`config.mk`:
```
export PLATFORM = sky130hd
export DESIGN_NAME = fb_scanout_reader_flat
export DESIGN_NICKNAME = d
export VERILOG_FILES = /design/src/rtl/fb_scanout_reader_if.sv /design/src/rtl/fb_scanout_reader.sv /design/src/flat_wrapper.sv
export SDC_FILE = /design/constraint.sdc
export NUM_CORES = 1
export LEC_CHECK = 0
export BUFFER_PORTS_ARGS = -buffer_cell sky130_fd_sc_hd__buf_2
export CAP_MARGIN = 10
export CORE_MARGIN = 5
export CORE_UTILIZATION = 47
export DETAILED_ROUTE_END_ITERATION = 12
export PLACE_DENSITY = 0.76
export SLEW_MARGIN = 0
export SYNTH_ARGS = -nofsm -noshare
export SYNTH_HDL_FRONTEND = slang
export SYNTH_SLANG_ARGS = --single-unit
export TNS_END_PERCENT = 50
```
`constraint.sdc`:
```
create_clock -name clk -period 3.3 [get_ports clk]
set_input_delay 0.165 -clock clk [delete_from_list [all_inputs] [get_ports clk]]
set_output_delay 0.165 -clock clk [all_outputs]
set_load 0.01 [all_outputs]
```
`src/rtl/fb_scanout_reader_if.sv`:
```
// Synchronous-read RAM port between the scanout reader (master) and the
// frame buffer read side (slave).
interface fb_scanout_reader_if;
  logic        rd_en;
  logic [14:0] rd_addr;
  logic [23:0] rd_data;

  modport master (output rd_en, output rd_addr, input rd_data);
  modport slave  (input rd_en, input rd_addr, output rd_data);
endinterface

```
`src/rtl/fb_scanout_reader.sv`:
```
// Scanout reader for the 160x120x24 virtual frame buffer: incremental address
// generation, RAM read issue and latency-aligned pixel output.
// Optional test-pattern source enabled by FB_SCANOUT_TESTPATTERN_EN.
module fb_scanout_reader #(
  parameter int VIRT_W         = 160,
  parameter int VIRT_H         = 120,
  parameter int PIX_SCALE_LOG2 = 2,
  parameter int RD_LATENCY     = 2
) (
  input  logic                       clk,
  input  logic                       rst,
  input  logic                       active_pixels,
  input  logic                       frame_done,
  input  logic [9:0]                 x,
  input  logic [9:0]                 y,
`ifdef FB_SCANOUT_TESTPATTERN_EN
  input  logic [1:0]                 pattern_sel,
`endif
  fb_scanout_reader_if.master        ram,
  output logic [23:0]                pix_rgb,
  output logic                       pix_valid,
  output logic                       fault
);

  localparam logic [9:0] RASTER_W = 10'(VIRT_W << PIX_SCALE_LOG2);
  localparam logic [9:0] RASTER_H = 10'(VIRT_H << PIX_SCALE_LOG2);

  typedef enum logic [1:0] {IDLE, SCAN, FAULT} state_t;

  // One entry per raster slot travelling alongside the RAM read.
  typedef struct packed {
    logic       valid;
    logic       black;
`ifdef FB_SCANOUT_TESTPATTERN_EN
    logic [1:0] sel;
    logic [2:0] bar;
    logic       chk;
`endif
  } slot_t;

  state_t                state_q, state_d;
  logic [6:0]            vrow;
  logic [14:0]           row_base;
  logic [14:0]           next_base;
  logic [9:0]            vx, vy;
  logic                  range_err, row_same, row_next;
  logic                  err, do_read;
  slot_t                 slot_in, slot_out;
  slot_t [RD_LATENCY:0]  pipe;
  logic [23:0]           src_rgb;

  assign vx        = x >> PIX_SCALE_LOG2;
  assign vy        = y >> PIX_SCALE_LOG2;
  assign range_err = (x >= RASTER_W) || (y >= RASTER_H);
  assign row_same  = (vy == {3'b000, vrow});
  assign row_next  = (vy == {3'b000, vrow} + 10'd1);
  assign next_base = row_next ? row_base + 15'(VIRT_W) : row_base;
  assign slot_out  = pipe[RD_LATENCY];

  always_ff @(posedge clk) begin
    if (!rst) state_q <= IDLE;
    else      state_q <= state_d;
  end

  // NOTE: every output of this block gets a default first, so no path can
  // leave a signal unassigned and infer a latch.
  always_comb begin
    state_d = state_q;
    err     = 1'b0;
    do_read = 1'b0;
    slot_in = '0;
`ifdef FB_SCANOUT_TESTPATTERN_EN
    slot_in.sel = pattern_sel;
    slot_in.bar = x[9:7];
    slot_in.chk = x[2] ^ y[2];
`endif
    if (frame_done) begin
      // Frame boundary wins over a coincident active pixel: no read, invalid slot.
      state_d = SCAN;
    end else if (active_pixels) begin
      unique case (state_q)
        SCAN: begin
          err           = range_err || !(row_same || row_next);
          do_read       = !err;
          state_d       = err ? FAULT : SCAN;
          slot_in.valid = 1'b1;
          slot_in.black = err;
        end
        FAULT: begin
          slot_in.valid = 1'b1;
          slot_in.black = 1'b1;
        end
        default: ;
      endcase
    end
  end

`ifdef FB_SCANOUT_TESTPATTERN_EN
  always_comb begin
    unique case (slot_out.sel)
      2'd1:    src_rgb = {{8{slot_out.bar[2]}}, {8{slot_out.bar[1]}}, {8{slot_out.bar[0]}}};
      2'd2:    src_rgb = {24{slot_out.chk}};
      2'd3:    src_rgb = 24'hFF00FF;
      default: src_rgb = ram.rd_data;
    endcase
  end
`else
  assign src_rgb = ram.rd_data;
`endif

  // NOTE: non-blocking assignments here so every register samples the
  // pre-edge values, independent of statement order.
  always_ff @(posedge clk) begin
    if (!rst) begin
      ram.rd_en   <= 1'b0;
      ram.rd_addr <= '0;
      row_base    <= '0;
      vrow        <= '0;
      // NOTE: the slot pipeline is reset so valid bits in flight at reset
      // cannot reach the DAC afterwards.
      pipe        <= '0;
      pix_rgb     <= '0;
      pix_valid   <= 1'b0;
      fault       <= 1'b0;
    end else begin
      ram.rd_en <= do_read;
      if (do_read) ram.rd_addr <= next_base + 15'(vx);

      if (frame_done) begin
        row_base <= '0;
        vrow     <= '0;
      end else if (do_read && row_next) begin
        row_base <= next_base;
        vrow     <= vrow + 7'd1;
      end

      if (err) fault <= 1'b1;

      pipe      <= {pipe[RD_LATENCY-1:0], slot_in};
      pix_valid <= slot_out.valid;
      pix_rgb   <= (slot_out.valid && !slot_out.black) ? src_rgb : '0;
    end
  end

endmodule
```
`src/flat_wrapper.sv`:
```
// flat-port wrapper written by rule: the top's interface ports become plain ports
module fb_scanout_reader_flat 
#(
  parameter int VIRT_W         = 160,
  parameter int VIRT_H         = 120,
  parameter int PIX_SCALE_LOG2 = 2,
  parameter int RD_LATENCY     = 2
)
  (clk, rst, active_pixels, frame_done, x, y, pix_rgb, pix_valid, fault, ram_rd_en, ram_rd_addr, ram_rd_data);
  fb_scanout_reader_if ram_i ();
  input  logic clk;
  input  logic rst;
  input  logic active_pixels;
  input  logic frame_done;
  input  logic [9:0] x;
  input  logic [9:0] y;
  output logic [23:0] pix_rgb;
  output logic pix_valid;
  output logic fault;
  output wire logic [$bits(ram_i.rd_en)-1:0] ram_rd_en;
  output wire logic [$bits(ram_i.rd_addr)-1:0] ram_rd_addr;
  input wire logic [$bits(ram_i.rd_data)-1:0] ram_rd_data;
  assign ram_rd_en = ram_i.rd_en;
  assign ram_rd_addr = ram_i.rd_addr;
  assign ram_i.rd_data = ram_rd_data;
  fb_scanout_reader #(.VIRT_W(VIRT_W), .VIRT_H(VIRT_H), .PIX_SCALE_LOG2(PIX_SCALE_LOG2), .RD_LATENCY(RD_LATENCY)) u_core (.clk(clk), .rst(rst), .active_pixels(active_pixels), .frame_done(frame_done), .x(x), .y(y), .ram(ram_i), .pix_rgb(pix_rgb), .pix_valid(pix_valid), .fault(fault));
endmodule
```
==> metrics.csv <==
stage;metric;value;unit
sta;Final Hold Fails;0;
global_routing;largest net degree at the start of global routing;25;
synthesis;most frequent cell after synthesis;dfxtp_1;
sta;Slew @ Worst Pin;1.06;ns
synthesis;Netlist cell types;58;
sta;Setup-failing EPs final;0;
worst_setup_path;crit path max fanout;4;
worst_setup_path;Worst Setup Start Kind;register;
synthesis;Synth Warn #;0;
hold_path;worst hold start;ram_rd_data[6];
routing;WL final;7050;um
hold_path;worst hold-check path type;in -> reg;
sta;setup TNS;0;ns
synthesis;Synth async-reset ratio;0;%
routing;ANT nets after route;0;
synthesis;post-synth top area share;42.2;%
die;IO Count;90;
sta;f_max;316;MHz
sta;final worst-path cycle share;96.0;%
layout;post-route cell area;3960;um2
layout;Area Overhead vs Synth;24.3;%
synthesis;Yosys reg bits;67;
worst_setup_path;Crit. Startpoint;u_core.vrow[0];
job;max cap viols;0;
layout;nets;500;
sta;Slew Limit Fails;0;
clock_tree;Clock Latency Late Sink;0.34;ns
worst_setup_path;Worst EP required;3.54;ns
sta;worst hold slack;0.0134;ns
place;GPL Wtd Cong;0.832;
synthesis;post-synth top area cell;dfxtp_1;
global_routing;first-pass GRT wire length;11800;um
synthesis;Syn Nets;411;
global_routing;antenna violations before repair;0;
global_routing;vias in the first global route;2628;
synthesis;ys flop type;dfxtp_1;
routing;iteration count of the initial detailed-routing pass;4;
worst_setup_path;CP Capture Type;register;
place;post-placement cell count;513;
die;Die Span Y;92.3;um
global_routing;Global Route Usage Sum;17.2;%
clock_tree;# clock sinks;67;
die;CORE AREA;6680;um2
layout;final cell count without fillers;529;
routing;vias per cell;5.19;
clock_tree;Num CTS Buffers;9;
sta;Min Clock Period, post-route;3.17;ns
sta;Clock Skew;0.00867;ns
synthesis;Syn Inst Count;355;
synthesis;EDFF count, synth;0;
die;Initial Utilization;47.6;%
synthesis;Commonest cells post-synth;dfxtp_1, nor2_1, nand2_1;
worst_setup_path;WP data arrival;3.41;ns
clock_tree;clk root buf;clkbuf_8;
die;Die Area;8520;um2
die;Die X-Extent;92.3;um
pwr;P per Cell Area;384;nW/um2
place;post-DP HPWL;5270;um
clock_tree;htree depth;3;
pwr;Peak VDD IR;152;uV
synthesis;Synth area leaders;dfxtp_1, and2_1, xnor2_1;
die;row count;30;
clock_tree;Bufs on Longest Clock Path;2;
layout;layout cells sized above 1;31.2;%
clock_tree;Worst-path clk slew;0.08;ns
clock_tree;CTS tree;yes;
clock_tree;Post CTS Setup Buffer Count;0;
routing;via count;2743;
synthesis;Synth Area per Inst;8.96;um2
place;Placement Cell Area;3700;um2
layout;# diodes;0;
run_status;status;finished clean;
routing;DR DRC count;0;
worst_setup_path;worst reg2reg path startpoint;u_core.vrow[0];
global_routing;GRT overflow;0;
synthesis;synthesized area;3180;um2
routing;drt wl/cell;13.3;um
place;I/O Buffers;85;
sta;slew margin rel.;28.9;%
worst_setup_path;Setup CP Type;reg -> reg;
pwr;leakage power;1.68;nW
synthesis;sequential cell area fraction in the yosys report;42.2;%
routing;Iteration-0 DRC Markers;138;
## placed cells by master (no fill, tap or decap), types with 11 or more instances in the layout
cell and n:
buf_2 85, dfxtp_1 65, nor2_1 34, nand2_1 33
and2_1 30, xnor2_1 18, nand3_1 15, a21oi_1 12
xor2_1 11, buf_4 11
## layout make-up
class,instances,area [um2]
inverter,11,41.3
tap,80,100
sequential,67,1340
clock inverter,6,48.8
multi-input combinational,259,1780
fill,585,2730
clock buffer,10,138
timing repair buffer,96,508
## where the power goes
part	internal, mW	switching (mW)
registers	0.811	0.00142
clock network	0.299	0.331
logic	0.0352	0.0402
## worst paths after layout
kind / slack, ns / end / cells past startpoint
setup reg to reg: 0.13 / u_core.ram.rd_addr[14] / 15
setup / recovery: 0.13 / u_core.ram.rd_addr[14] / 15
hold reg to reg: 0.44 / u_core.pipe[3] / 1
hold / removal: 0.01 / u_core.pix_rgb[6] / 2
## routing by layer
layer  vias up  GRT usage, %  part of all wire [%]
met1      1258          20.6                    45
met5         -             0                     0
li1       1399             -                     -
met4         0          7.05                   1.3
met3         8          4.02                   5.5
met2        78          29.5                    48
## per-stage QoR
stage / util (%) / total power [mW] / worst slack [ns]
2_1_floorplan: - / 0.869 / 0.00596
3_3_place_gp: 55.4 / 0.904 / 0.0613
3_5_place_dp: 55.4 / 0.906 / 0.0172
4_1_cts: 58.2 / 1.53 / 0.00241
5_1_grt: 59.2 / 1.58 / -0.000443
6_report: 59.2 / 1.52 / 0.132
## state kept, by name, summed over array words and instances, names as in the netlist
signal              cells
u_core.pix_valid        1
u_core.fault            1
u_core.ram.rd_addr     15
u_core.vrow             7
u_core.state_q          2
u_core.pipe             6
u_core.row_base        10
u_core.pix_rgb         24
u_core.ram.rd_en        1
## repair_timing
item | CTS | global route
gates cloned | 0 | 0
pin swaps | 0 | 3
hold buffers | 0 | 0
setup endpoints to repair | 2 | 5
gates resized for setup | 1 | 13
## critical path: stages (launching register included)
cell and delay [ns]:
dfxtp_2 0.34, ha_2 0.28, xor2_1 0.17, a211oi_2 0.18
o211a_4 0.21, and4_4 0.26, mux2i_2 0.24, inv_1 0.06
ha_1 0.27, a21o_1 0.19, a21oi_2 0.17, nor2_1 0.05
o21ai_0 0.11, a22o_1 0.22, nor2_2 0.06, o311ai_1 0.27
## kinds of logic (layout without fill, tap and decap cells)
logic type / Yosys count / after routing / share of synthesized area, %
AND/OR/NAND/NOR: 160 / 160 / 27.3
flip-flops: 67 / 67 / 42.2
AO/OA/AOI/OAI: 54 / 54 / 12.2
XOR/XNOR: 33 / 33 / 9.32
buffers and inverters: 29 / 123 / 4.44
adder cells (fa/ha/maj): 8 / 8 / 3.38
multiplexers: 4 / 4 / 1.26
(Power assumes the default switching activity.)
